**src/rtl/charlieplex_pkg.sv**
```systemverilog
// Shared definitions for the charlieplex PWM scheduler.
// Optional feature macro: CHARLIEPLEX_SKIP_DARK_EN (dark pixels get a 1-cycle slot).
package charlieplex_pkg;

    // Slot phase: dead-time blanking, then the PWM on-window.
    typedef enum logic [0:0] {
        StBlank = 1'b0,
        StOn    = 1'b1
    } slot_state_e;

    // Index width wide enough to hold PIXELCOUNT itself (used for range checks).
    function automatic int unsigned index_bits(input int unsigned pixelcount);
        return $clog2(pixelcount + 1);
    endfunction

    // On-window length in cycles for a given brightness width.
    function automatic int unsigned window_len(input int unsigned pwmbits);
        return (1 << pwmbits) - 1;
    endfunction

    // Counter width covering both the blanking and the on-window phases.
    function automatic int unsigned cnt_bits(input int unsigned deadtime,
                                             input int unsigned w);
        int unsigned m;
        m = (deadtime > w) ? deadtime : w;
        return (m < 2) ? 1 : $clog2(m);
    endfunction

    // Number of cycles a pixel occupies, given its sampled brightness.
    function automatic int unsigned slot_len(input int unsigned deadtime,
                                             input int unsigned pwmbits,
                                             input int unsigned brightness);
`ifdef CHARLIEPLEX_SKIP_DARK_EN
        if (brightness == 0) begin
            return 1;
        end
`endif
        return deadtime + window_len(pwmbits) + (brightness * 0);
    endfunction

endpackage

```
**src/rtl/charlieplex_pwm_slot.sv**
```systemverilog
// Per-slot sequencer: dead-time blanking followed by the PWM on-window.
// The state register runs one cycle ahead of the registered led_on output, so
// 'entry' flags that the next displayed cycle is the first of a new slot.
// Optional feature macro: CHARLIEPLEX_SKIP_DARK_EN.
module charlieplex_pwm_slot
    import charlieplex_pkg::*;
#(
    parameter int unsigned PWMBITS  = 4,
    parameter int unsigned DEADTIME = 2
) (
    input  logic               clk,
    input  logic               rst,
    input  logic               enable,
    input  logic [PWMBITS-1:0] brightness,
    output logic               entry,
    output logic               slot_done,
    output logic               led_on
);

    localparam int unsigned W       = window_len(PWMBITS);
    localparam int unsigned CNTBITS = cnt_bits(DEADTIME, W);

    slot_state_e        state_q, state_d;
    logic [CNTBITS-1:0] cnt_q, cnt_d;
    logic [PWMBITS-1:0] level_q, level_d;
    logic               led_on_q, led_on_d;

    // State, slot brightness and output registers.
    always_ff @(posedge clk) begin
        if (rst) begin
            state_q  <= StBlank;
            cnt_q    <= '0;
            level_q  <= '0;
            led_on_q <= 1'b0;
        end else begin
            state_q  <= state_d;
            cnt_q    <= cnt_d;
            level_q  <= level_d;
            led_on_q <= led_on_d;
        end
    end

    // Next-state logic, slot brightness capture and PWM comparator.
    always_comb begin
        state_d   = state_q;
        cnt_d     = cnt_q;
        level_d   = level_q;
        slot_done = 1'b0;
        entry     = (state_q == StBlank) && (cnt_q == '0);

        // Brightness is captured once per slot; later changes cannot leak in.
        if (entry) begin
            level_d = brightness;
        end

        unique case (state_q)
            StBlank: begin
`ifdef CHARLIEPLEX_SKIP_DARK_EN
                if (entry && (brightness == '0)) begin
                    slot_done = 1'b1;
                    cnt_d     = '0;
                end else
`endif
                if (cnt_q == CNTBITS'(DEADTIME - 1)) begin
                    state_d = StOn;
                    cnt_d   = '0;
                end else begin
                    cnt_d = cnt_q + CNTBITS'(1);
                end
            end
            StOn: begin
                if (cnt_q == CNTBITS'(W - 1)) begin
                    slot_done = 1'b1;
                    state_d   = StBlank;
                    cnt_d     = '0;
                end else begin
                    cnt_d = cnt_q + CNTBITS'(1);
                end
            end
            default: begin
                state_d = StBlank;
                cnt_d   = '0;
            end
        endcase

        led_on_d = enable && (state_q == StOn) && (cnt_q < CNTBITS'(level_q));
    end

    assign led_on = led_on_q;

endmodule

```
**src/rtl/charlieplex_pwm_scheduler.sv**
```systemverilog
// Grayscale refresh controller for a charlieplexed LED array.
// Double-buffered brightness store, per-pixel time slots, frame-boundary swap.
// Optional feature macro: CHARLIEPLEX_SKIP_DARK_EN (handled in the slot sequencer).
module charlieplex_pwm_scheduler
    import charlieplex_pkg::*;
#(
    parameter int unsigned PIXELCOUNT = 12,
    parameter int unsigned PWMBITS    = 4,
    parameter int unsigned DEADTIME   = 2,
    localparam int unsigned INDEXBITS = index_bits(PIXELCOUNT)
) (
    input  logic                 clk,
    input  logic                 rst,
    input  logic                 enable,
    input  logic                 wr_en,
    input  logic [INDEXBITS-1:0] wr_addr,
    input  logic [PWMBITS-1:0]   wr_data,
    input  logic                 swap_req,
    output logic                 swap_ack,
    output logic [INDEXBITS-1:0] led_index,
    output logic                 led_on,
    output logic                 frame_start
);

    logic [PWMBITS-1:0]   mem [2][PIXELCOUNT];
    logic                 bank_q;
    logic [INDEXBITS-1:0] idx_q;
    logic [INDEXBITS-1:0] led_index_q;
    logic                 frame_start_q;
    logic                 swap_ack_q;

    logic                 entry;
    logic                 slot_done;
    logic                 wr_hit;
    logic                 swap_fire;
    logic [PWMBITS-1:0]   bright_sample;

    // Write qualification, swap decision and front-brightness sample with bypass.
    always_comb begin
        wr_hit    = wr_en && (wr_addr < INDEXBITS'(PIXELCOUNT));
        swap_fire = entry && (idx_q == '0) && swap_req;
        // On a swap edge the old back bank (plus any same-cycle write) becomes front.
        if (swap_fire) begin
            if (wr_hit && (wr_addr == idx_q)) begin
                bright_sample = wr_data;
            end else begin
                bright_sample = mem[~bank_q][idx_q];
            end
        end else begin
            bright_sample = mem[bank_q][idx_q];
        end
    end

    // Brightness store: host writes always land in the current back bank.
    always_ff @(posedge clk) begin
        if (rst) begin
            for (int b = 0; b < 2; b++) begin
                for (int p = 0; p < int'(PIXELCOUNT); p++) begin
                    mem[b][p] <= '0;
                end
            end
        end else if (wr_hit) begin
            mem[~bank_q][wr_addr] <= wr_data;
        end
    end

    // Bank select, pixel walk and registered index/frame/swap outputs.
    always_ff @(posedge clk) begin
        if (rst) begin
            bank_q        <= 1'b0;
            idx_q         <= '0;
            led_index_q   <= '0;
            frame_start_q <= 1'b0;
            swap_ack_q    <= 1'b0;
        end else begin
            if (swap_fire) begin
                bank_q <= ~bank_q;
            end
            if (slot_done) begin
                if (idx_q == INDEXBITS'(PIXELCOUNT - 1)) begin
                    idx_q <= '0;
                end else begin
                    idx_q <= idx_q + INDEXBITS'(1);
                end
            end
            led_index_q   <= idx_q;
            frame_start_q <= entry && (idx_q == '0);
            swap_ack_q    <= swap_fire;
        end
    end

    charlieplex_pwm_slot #(
        .PWMBITS  (PWMBITS),
        .DEADTIME (DEADTIME)
    ) u_slot (
        .clk        (clk),
        .rst        (rst),
        .enable     (enable),
        .brightness (bright_sample),
        .entry      (entry),
        .slot_done  (slot_done),
        .led_on     (led_on)
    );

    assign led_index   = led_index_q;
    assign frame_start = frame_start_q;
    assign swap_ack    = swap_ack_q;

endmodule

```
**config.mk**
```make
export PLATFORM = sky130hd
export DESIGN_NAME = charlieplex_pwm_scheduler
export DESIGN_NICKNAME = d
export VERILOG_FILES = /design/src/rtl/charlieplex_pkg.sv /design/src/rtl/charlieplex_pwm_slot.sv /design/src/rtl/charlieplex_pwm_scheduler.sv
export SDC_FILE = /design/constraint.sdc
export NUM_CORES = 1
export LEC_CHECK = 0
export BUFFER_PORTS_ARGS = -buffer_cell sky130_fd_sc_hd__buf_2
export CAP_MARGIN = 20
export CELL_PAD_IN_SITES_DETAIL_PLACEMENT = 1
export CELL_PAD_IN_SITES_GLOBAL_PLACEMENT = 1
export CORE_MARGIN = 2
export CORE_UTILIZATION = 39
export CTS_CLUSTER_SIZE = 40
export DETAILED_ROUTE_END_ITERATION = 10
export PLACE_DENSITY_LB_ADDON = 0.05
export SLEW_MARGIN = 20
export SYNTH_ARGS = -nofsm -noshare
export SYNTH_HDL_FRONTEND = slang
export SYNTH_SLANG_ARGS = --single-unit
```
**constraint.sdc**
```tcl
create_clock -name clk -period 6.1 [get_ports clk]
set_clock_uncertainty 0.15 [all_clocks]
set_input_delay 1.22 -clock clk [delete_from_list [all_inputs] [get_ports clk]]
set_output_delay 1.22 -clock clk [all_outputs]
set_load 0.02 [all_outputs]
```
* Word-level counts from Yosys, hierarchy flattened
Memories as Yosys holds them, arrays and structs flattened. A register that Yosys moved wholly into a read port is not among the register bits.
Index checks and enable logic that the tools add are counted.
** Storage, ports and cells
- Output and inout port bits :: 7
- Input bits :: 13
- Register bits :: 21
- Logic and storage cells :: 65
- Memory bits (writable) :: 96
- Memories :: 1
** Memories
- mem :: depth 2, bits a word 48, read ports 2, clocked after memory_dff 1, wr ports 2, line charlieplex_pwm_scheduler.sv:25 : logic [PWMBITS-1:0] mem [2][PIXELCOUNT];
** Cells by class
- Equality and inequality tests :: 4
- Bitwise gates (word level) :: 4
- Reduce and logical (&&, ||, !) cells :: 11
- Multiplexer cells :: 29
- $lt $le $gt $ge :: 5
- $add $sub $neg :: 2
** Operators with widths (count)
- 48-bit two-way mux :: 3
- 48-bit OR reduction :: 1
- 4-bit two-way mux :: 10
- 4-bit binary-select mux with 4-bit select :: 2
- 4-bit demux with 4-bit select :: 1
- 1-bit two-way mux :: 11
- 5-bit greater-or-equal comparator (second input constant) :: 2
- 4-bit inverter with 5-bit output :: 2
- 4-bit by 1-bit adder with 4-bit output (second input constant) :: 2
- 4-bit == test (second input constant) :: 2
- 1-bit logical AND :: 8
- 4-bit logical NOT :: 2
- 4-bit case mux with 2 select lines :: 1
- 5-bit by 1-bit < comparator with 1-bit output (second input constant) :: 1
- 4-bit by 1-bit == test with 1-bit output (second input constant) :: 1
- 4-bit == test :: 1
- 4-bit < comparator :: 1
- 4-bit < comparator (second input constant) :: 1
- 1-bit inverter :: 2
- 1-bit case mux with 2 select lines :: 1

* Depth between registers and ports, before layout
Gate-level depths: netlist of the first run.
- Depth after elaboration :: 8
- Gate-level depth with buffers :: 10
- Mapped depth without buffers :: 7

* Cells and area by module
Synthesis of the first run repeated with hierarchy kept, for this count alone.
** Second synthesis, totals
- Cells, all modules :: 470
- Area, all modules :: 6125.9 um^2
** Modules (own cells, without submodules)
- charlieplex_pwm_scheduler :: seq. area each 3123.0 um^2, area an instance 5584.1 um^2, instances 1, cells each 411
- charlieplex_pwm_slot :: seq. area each 200.2 um^2, area an instance 541.8 um^2, instances 1, cells each 59

* Worst setup path after synthesis of the first run
No wires, ideal clock.
- Path type :: input to register
- From :: in wr_addr[2]
- To :: mem mem[0][12] (netlist name), enable pin
- Stages on the path :: 5
- Path buffers :: 1
- Arrival time :: 2.309 ns
- Setup time :: 0.297 ns
- Path slack :: 3.344 ns
- Data required time :: 5.653 ns
- Cell sequence :: clkbuf_2 -> a211oi_2 -> nand4_1 -> nor3_1 -> or2_2
** RTL lines
- start: declaration :: line charlieplex_pwm_scheduler.sv:16 : input logic [INDEXBITS-1:0] wr_addr,
- end: declaration :: line charlieplex_pwm_scheduler.sv:25

==> results of run 1 <==
==> where the power goes <==
group	switching [W]	leakage [nW]	internal, W
combinational	0.0000844	0.913	0.0000668
clock	0.000363	0.294	0.000679
sequential	0.0000364	1.14	0.000916
==> how the worst min path moves through the flow <==
stage | cells past startpoint | end | start
finish | 2 | u_slot.level_q[3] | u_slot.level_q[3]
global route | 2 | u_slot.level_q[1] | u_slot.level_q[1]
CTS | 2 | u_slot.level_q[3] | u_slot.level_q[3]
detailed placement | 2 | u_slot.level_q[3] | u_slot.level_q[3]
global placement | 2 | u_slot.level_q[3] | u_slot.level_q[3]
floorplan | 2 | u_slot.level_q[1] | u_slot.level_q[1]
==> per-layer routing <==
layer / vias up / share of wire
met4: 0 / 0.028
met2: 81 / 0.48
li1: 1635 / -
met1: 1796 / 0.44
met3: 30 / 0.045
met5: - / 0
==> cell families after synthesis <==
kind of cell	after synthesis	synth area share
buffers and inverters	37	0.0318
AO/OA/AOI/OAI	52	0.0644
adder cells (fa/ha/maj)	5	0.0110
XOR/XNOR	5	0.00767
AND/OR/NAND/NOR	178	0.168
multiplexers	37	0.135
flip-flops	118	0.582
==> critical path, delay by kind of cell <==
| family | cells | cell delay, ns |
|---|---|---|
| buffers and inverters | 2 | 0.59 |
| AND/OR/NAND/NOR | 4 | 1.23 |
==> through the flow <==
stage / std cells / power, W / setup WS, ns / cell area [µm²]
final: 641 / 0.00215 / 3.04 / 6520
after global routing: 641 / 0.00222 / 2.85 / 6520
after CTS: 641 / 0.00217 / 3.07 / 6520
after detailed placement: 610 / 0.00112 / 2.61 / 5910
after global placement: 610 / 0.00112 / 2.71 / 5910
after floorplan: 432 / 0.00107 / 3.34 / 5710
==> flip-flops by register name, summed over array words and instances, names as in the netlist, 4 cells and up, named ones only <==
name,flops
idx_q,4
led_index,4
mem,96
u_slot.cnt_q,4
u_slot.level_q,4
==> cells in the mapped netlist (all sizes together), types with 2 or more instances <==
library cell / n / area, µm²
a211oi: 2 / 20.0
a21boi: 2 / 15.0
a21o: 8 / 60.1
a21oi: 11 / 55.1
a31o: 3 / 26.3
a31oi: 3 / 18.8
a41o: 2 / 20.0
and2: 58 / 363
and3: 3 / 18.8
buf: 13 / 90.1
clkbuf: 14 / 53.8
dfxtp: 22 / 440
edfxtp: 96 / 2880
ha: 5 / 62.6
inv: 9 / 33.8
mux2i: 4 / 40.0
mux4: 32 / 721
nand2: 25 / 93.8
nand2b: 6 / 37.5
nand3: 9 / 45.0
nand4: 2 / 12.5
nor2: 37 / 139
nor2b: 4 / 27.5
nor3: 9 / 45.0
nor4: 4 / 25.0
nor4b: 3 / 26.3
o211ai: 3 / 22.5
o21ai: 10 / 50.0
o31ai: 2 / 15.0
or2: 15 / 93.8
xnor2: 4 / 35.0
==> cell usage in the layout, fill, tap and decap left out, types with 11 or more instances in the layout <==
master / count
a21oi_1: 11
and2_1: 57
buf_2: 19
clkbuf_16: 17
dfxtp_1: 20
edfxtp_1: 96
mux4_2: 32
nand2_1: 25
nor2_1: 37
or2_2: 14
==> area by class of cell <==
cell class | instances | share of cell area
clock buffer | 18 | 0.0659
clock inverter | 13 | 0.0276
inverter | 10 | 0.00576
multi-input combinational | 277 | 0.338
sequential | 118 | 0.510
tap | 184 | 0.0353
timing repair buffer | 21 | 0.0169
==> impl_metrics.tcl, run 1 <==
set metrics [dict create \
    status "finished clean" \
    drc 0 \
    clockBufferDepth 2 \
    rows 44 \
    grt_first_pass_wirelength_um 23400 \
    place.port_buffers 19 \
    ff2ff_setup_slack_ns 3.44 \
    syn-cell-area_um2 5710 \
    die_width_um 125 \
    ioPinCount 20 \
    syn_nets 450 \
    grt_usage 0.206 \
    crit_chain "buf_2 -> buf_4 -> nor4b_1 -> nand2_1 -> nor3_1 -> or2_2" \
    synthCells 432 \
    global_route.overflow_total 0 \
    die_height_um 125 \
    h-tree-depth 4 \
    antenna_cells 0 \
    routedWlPerCell_um 23.5 \
    avgSynthCellArea_um2 13.2 \
    vias 3542 \
    final-setup-viol-count 0 \
    timing.rr.end "u_slot.level_q[1]" \
    ant_nets 0 \
    core_area_um2 14400 \
    cp.required_ns 6.09 \
    cts_root_buf "clkbuf_16" \
    fillers 1468 \
    worst_slew_pin_slew_ns 1.01 \
    clock.fmax_ghz 0.327 \
    crit_fanout 30 \
    grt_pass1_vias 3744 \
    gp_congestion 0.810 \
    slowest_stage "nor4b_1" \
    cts.sinks 118 \
    power_density_nw_per_um2 329 \
    multi_input_area_um2 2200 \
    cts_made_buffers 17 \
    clkTransAtPathRegs_ns 0.06 \
    cp_slowest_stage_delay_ns 0.40 \
    dp_hpwl_um 10500 \
    synthArstFlopShare 0 \
    post-route-util 0.452 \
    gr-usage-met3 0.0539 \
    fin_tns_setup_ns 0 \
    nets 463 \
    crit_start "rst" \
    via_per_inst 5.53 \
    grt_max_degree 38 \
    seq_area_um2 3330 \
    worst_setup_path_end_kind "flop" \
    antenna_found_initial 0 \
    yosys_warnings 0 \
    maxCapViolCount 0 \
    crit_type "in2reg" \
    critical_path_arrival_ns 3.05 \
    slew_violations 0 \
    cts_resized 0 \
    worstSkewPairLatency_ns 0.43 \
    first_iter_violations 233 \
    grt_use_met2 0.329 \
    routed_wl_um 15100 \
    start_util 0.396 \
    start_kind "input port" \
    synth_flop_cell "edfxtp_1" \
    worst-r2r-cell-count 7 \
    min_path_type "reg2reg" \
    synth-seq-cells 118 \
    grt.busiest_layer "met2" \
    hold_buffers 0 \
    ir_drop_uv 210 \
    worstReg2RegStart "idx_q[0]" \
    area_delta_synth_final_pct 14.2 \
    postCtsSetupBuffers 0 \
    drtPass1Iterations 4 \
    p_leak_nw 2.35 \
    maxSlewHeadroom 0.329 \
    finalHoldViolCount 0 \
    synth.distinct_cells 53 \
    seq_area_frac_synth 0.582 \
    cp-endpoint "mem[0][31]" \
    synth_edf_count 96 \
    grtUsageMet1 0.270 \
    drive_gt1_frac 0.232 \
    rsz0062_at_grt "no" \
    die-area_um2 15600 \
    hold_slack_ns 0.310 \
    tritoncts "built" \
    layout_min_cycle_time_ns 3.06 \
    final.period_utilization 0.501 \
]
Power figures use the tool's default switching activity.
==> run 2, diff against run 1 <==
--- a/config.mk
+++ b/config.mk
@@ -5,6 +5,7 @@
 export SDC_FILE = /design/constraint.sdc
 export NUM_CORES = 1
 export LEC_CHECK = 0
+export ABC_AREA = 1
 export BUFFER_PORTS_ARGS = -buffer_cell sky130_fd_sc_hd__buf_2
 export CAP_MARGIN = 20
 export CELL_PAD_IN_SITES_DETAIL_PLACEMENT = 1
==> constraint.sdc (replaced) <==
create_clock -name clk -period 2.55 [get_ports clk]
set_clock_uncertainty 0.15 [all_clocks]
set_input_delay 0.51 -clock clk [delete_from_list [all_inputs] [get_ports clk]]
set_output_delay 0.51 -clock clk [all_outputs]
set_load 0.02 [all_outputs]
==> impl_metrics.tcl, run 2 <==
set metrics [dict create \
    synth-seq-cells 118 \
    yosys_warnings 0 \
    seq_area_um2 3320 \
    drive_gt1_frac 0.140 \
    slowest_stage "nor2_2" \
    tritoncts "built" \
    cts.sinks 118 \
    postCtsSetupBuffers 0 \
    final_cell_mix "nor2_1, nand2_1, edfxtp_1" \
    min_path_type "in2reg" \
    vias 4817 \
    crit_chain "buf_2 -> nand2_1 -> nand2_1 -> nor2_2 -> inv_2 -> nor2_2 -> buf_4 -> nand4_2 -> nand2_1" \
    switching_power_w 0.00134 \
    worst-r2r-cell-count 5 \
    final_cells 897 \
    fin_ws_ns 0.269 \
    cts_made_buffers 17 \
    grt_max_degree 47 \
    synthCells 670 \
    worstReg2RegStart "bank_q" \
    clkTransAtPathRegs_ns 0.06 \
    final-setup-viol-count 0 \
    die-area_um2 16200 \
    netlist.area_leader.share 0.488 \
    largest_register_ffs 96 \
    global_route.overflow_total 0 \
    place.port_buffers 19 \
    grt_pass1_vias 5109 \
    clock.fmax_ghz 0.438 \
    grt_first_pass_wirelength_um 29000 \
    routed_wl_um 18400 \
    status "finished clean" \
    p_int_w 0.00389 \
    start_kind "input port" \
    ir_drop_uv 738 \
    ioPinCount 20 \
    switching_share 0.257 \
    synthTopCellsByArea "edfxtp_1, nor2_1, dfxtp_1" \
    synth.distinct_cells 32 \
    routedWlPerCell_um 20.6 \
    top_register "mem" \
    syn-cell-area_um2 5910 \
    p_leak_nw 2.90 \
    ff2ff_setup_slack_ns 0.27 \
    pwr-share-seq 0.423 \
    syn_nets 688 \
    gp_congestion 0.811 \
    cp.required_ns 2.52 \
    cts_root_buf "clkbuf_16" \
    grt_usage 0.244 \
    dp_hpwl_um 12800 \
    avgSynthCellArea_um2 8.82 \
    power_density_nw_per_um2 756 \
    synthArstFlopShare 0 \
    timing.rr.end "mem[0][3]" \
    cts_resized 0 \
    worst_slew_pin_slew_ns 0.867 \
    fin_tns_setup_ns 0 \
    clockBufferDepth 2 \
    critical_path_arrival_ns 2.25 \
    synthTopCellsByCount "nor2_1, nand2_1, edfxtp_1" \
    slew_violations 0 \
    p_comb_frac 0.099 \
    drtPass1Iterations 5 \
    h-tree-depth 4 \
    crit_buf_inv 3 \
    cp_top_family "simple AND/OR/NAND/NOR gates" \
    core_area_um2 14600 \
    final_common_cell "nor2_1" \
    die_width_um 127 \
    fillers 1706 \
    finalHoldViolCount 0 \
    min_path_cells 3 \
    die_height_um 127 \
    worstSkewPairLatency_ns 0.42 \
    synth_flop_cell "edfxtp_1" \
    post-synth-top-count-cell "nor2_1" \
    post-place-ws_ns -0.188 \
    multi_input_area_um2 2130 \
    antenna_found_initial 0 \
    crit_fanout 9 \
    drc 0 \
    maxSlewHeadroom 0.420 \
    min_to "u_slot.led_on" \
    first_iter_violations 316 \
    min_from "enable" \
    crit_type "in2reg" \
    post-route-util 0.473 \
    seq_area_frac_synth 0.562 \
    start_util 0.404 \
    hold_buffers 0 \
    worst_setup_path_end_kind "flop" \
    ant_nets 0 \
    rsz0062_at_grt "no" \
    area_delta_synth_final_pct 17.1 \
    pwr-share-clk 0.477 \
    maxCapViolCount 0 \
    crit_top_cell "nand2_1" \
    final.period_utilization 0.895 \
    nets 718 \
    synth_top_area_cell "edfxtp_1" \
    crit_start "wr_addr[3]" \
    fin_total_pwr_w 0.00523 \
    antenna_cells 0 \
    rows 44 \
    synth_edf_count 96 \
    via_per_inst 5.37 \
    layout_min_cycle_time_ns 2.28 \
    place_inst 865 \
    cp_slowest_stage_delay_ns 0.56 \
]
-- run 2: cells by family after synthesis --
kind of cell,after synthesis,synth area share
flops,118,0.562
compound gates,91,0.0900
buf+inv,110,0.0775
fa+ha+maj,5,0.0106
xor+xnor,5,0.00741
simple gates,341,0.252
-- run 2: power by group through the flow --
stage / Clock, W / Combinational (W) / Sequential, W
finish: 0.00250 / 0.000520 / 0.00222
global route: 0.00262 / 0.000583 / 0.00222
CTS: 0.00253 / 0.000524 / 0.00222
detailed placement: 0 / 0.000519 / 0.00226
global placement: 0 / 0.000506 / 0.00225
floorplan: 0 / 0.000330 / 0.00224
-- run 2: worst min-delay path, cell delays in order --
cell and delay [ns]:
buf_2 0.09, nand4_1 0.08, nor2_1 0.04
-- run 2: area by class of cell --
cell class | instances | area share
Inverter | 74 | 0.0401
Clock buffer | 17 | 0.0615
Clock inverter | 15 | 0.0278
Tap cell | 184 | 0.0333
Multi-Input combinational cell | 442 | 0.307
Sequential cell | 118 | 0.480
Timing Repair Buffer | 47 | 0.0495
-- run 2: metrics by stage --
stage | cell area [µm²] | hold slack, ns
2_1_floorplan | 5910 | 0.300
3_3_place_gp | 6300 | 0.342
3_5_place_dp | 6300 | 0.334
4_1_cts | 6920 | 0.187
5_1_grt | 6920 | 0.207
6_report | 6920 | 0.202
-- run 2: how the worst max path moves through the flow --
| stage | to | slack (ns) | depth (start not counted) |
|---|---|---|---|
| 2_1_floorplan | mem[1][20] | 0.56 | 5 |
| 3_3_place_gp | mem[0][18] | -0.14 | 8 |
| 3_5_place_dp | mem[0][0] | -0.19 | 9 |
| 4_1_cts | mem[0][3] | 0.25 | 9 |
| 5_1_grt | mem[0][16] | 0.06 | 8 |
| 6_report | mem[0][3] | 0.27 | 9 |
-- run 2: per-layer routing --
metal | track usage | up-vias | wire, µm
li1 | - | 2296 | -
met1 | 0.315 | 2388 | 8150
met2 | 0.418 | 117 | 9130
met3 | 0.0519 | 16 | 882
met4 | 0.0646 | 0 | 274
met5 | 0 | - | 0
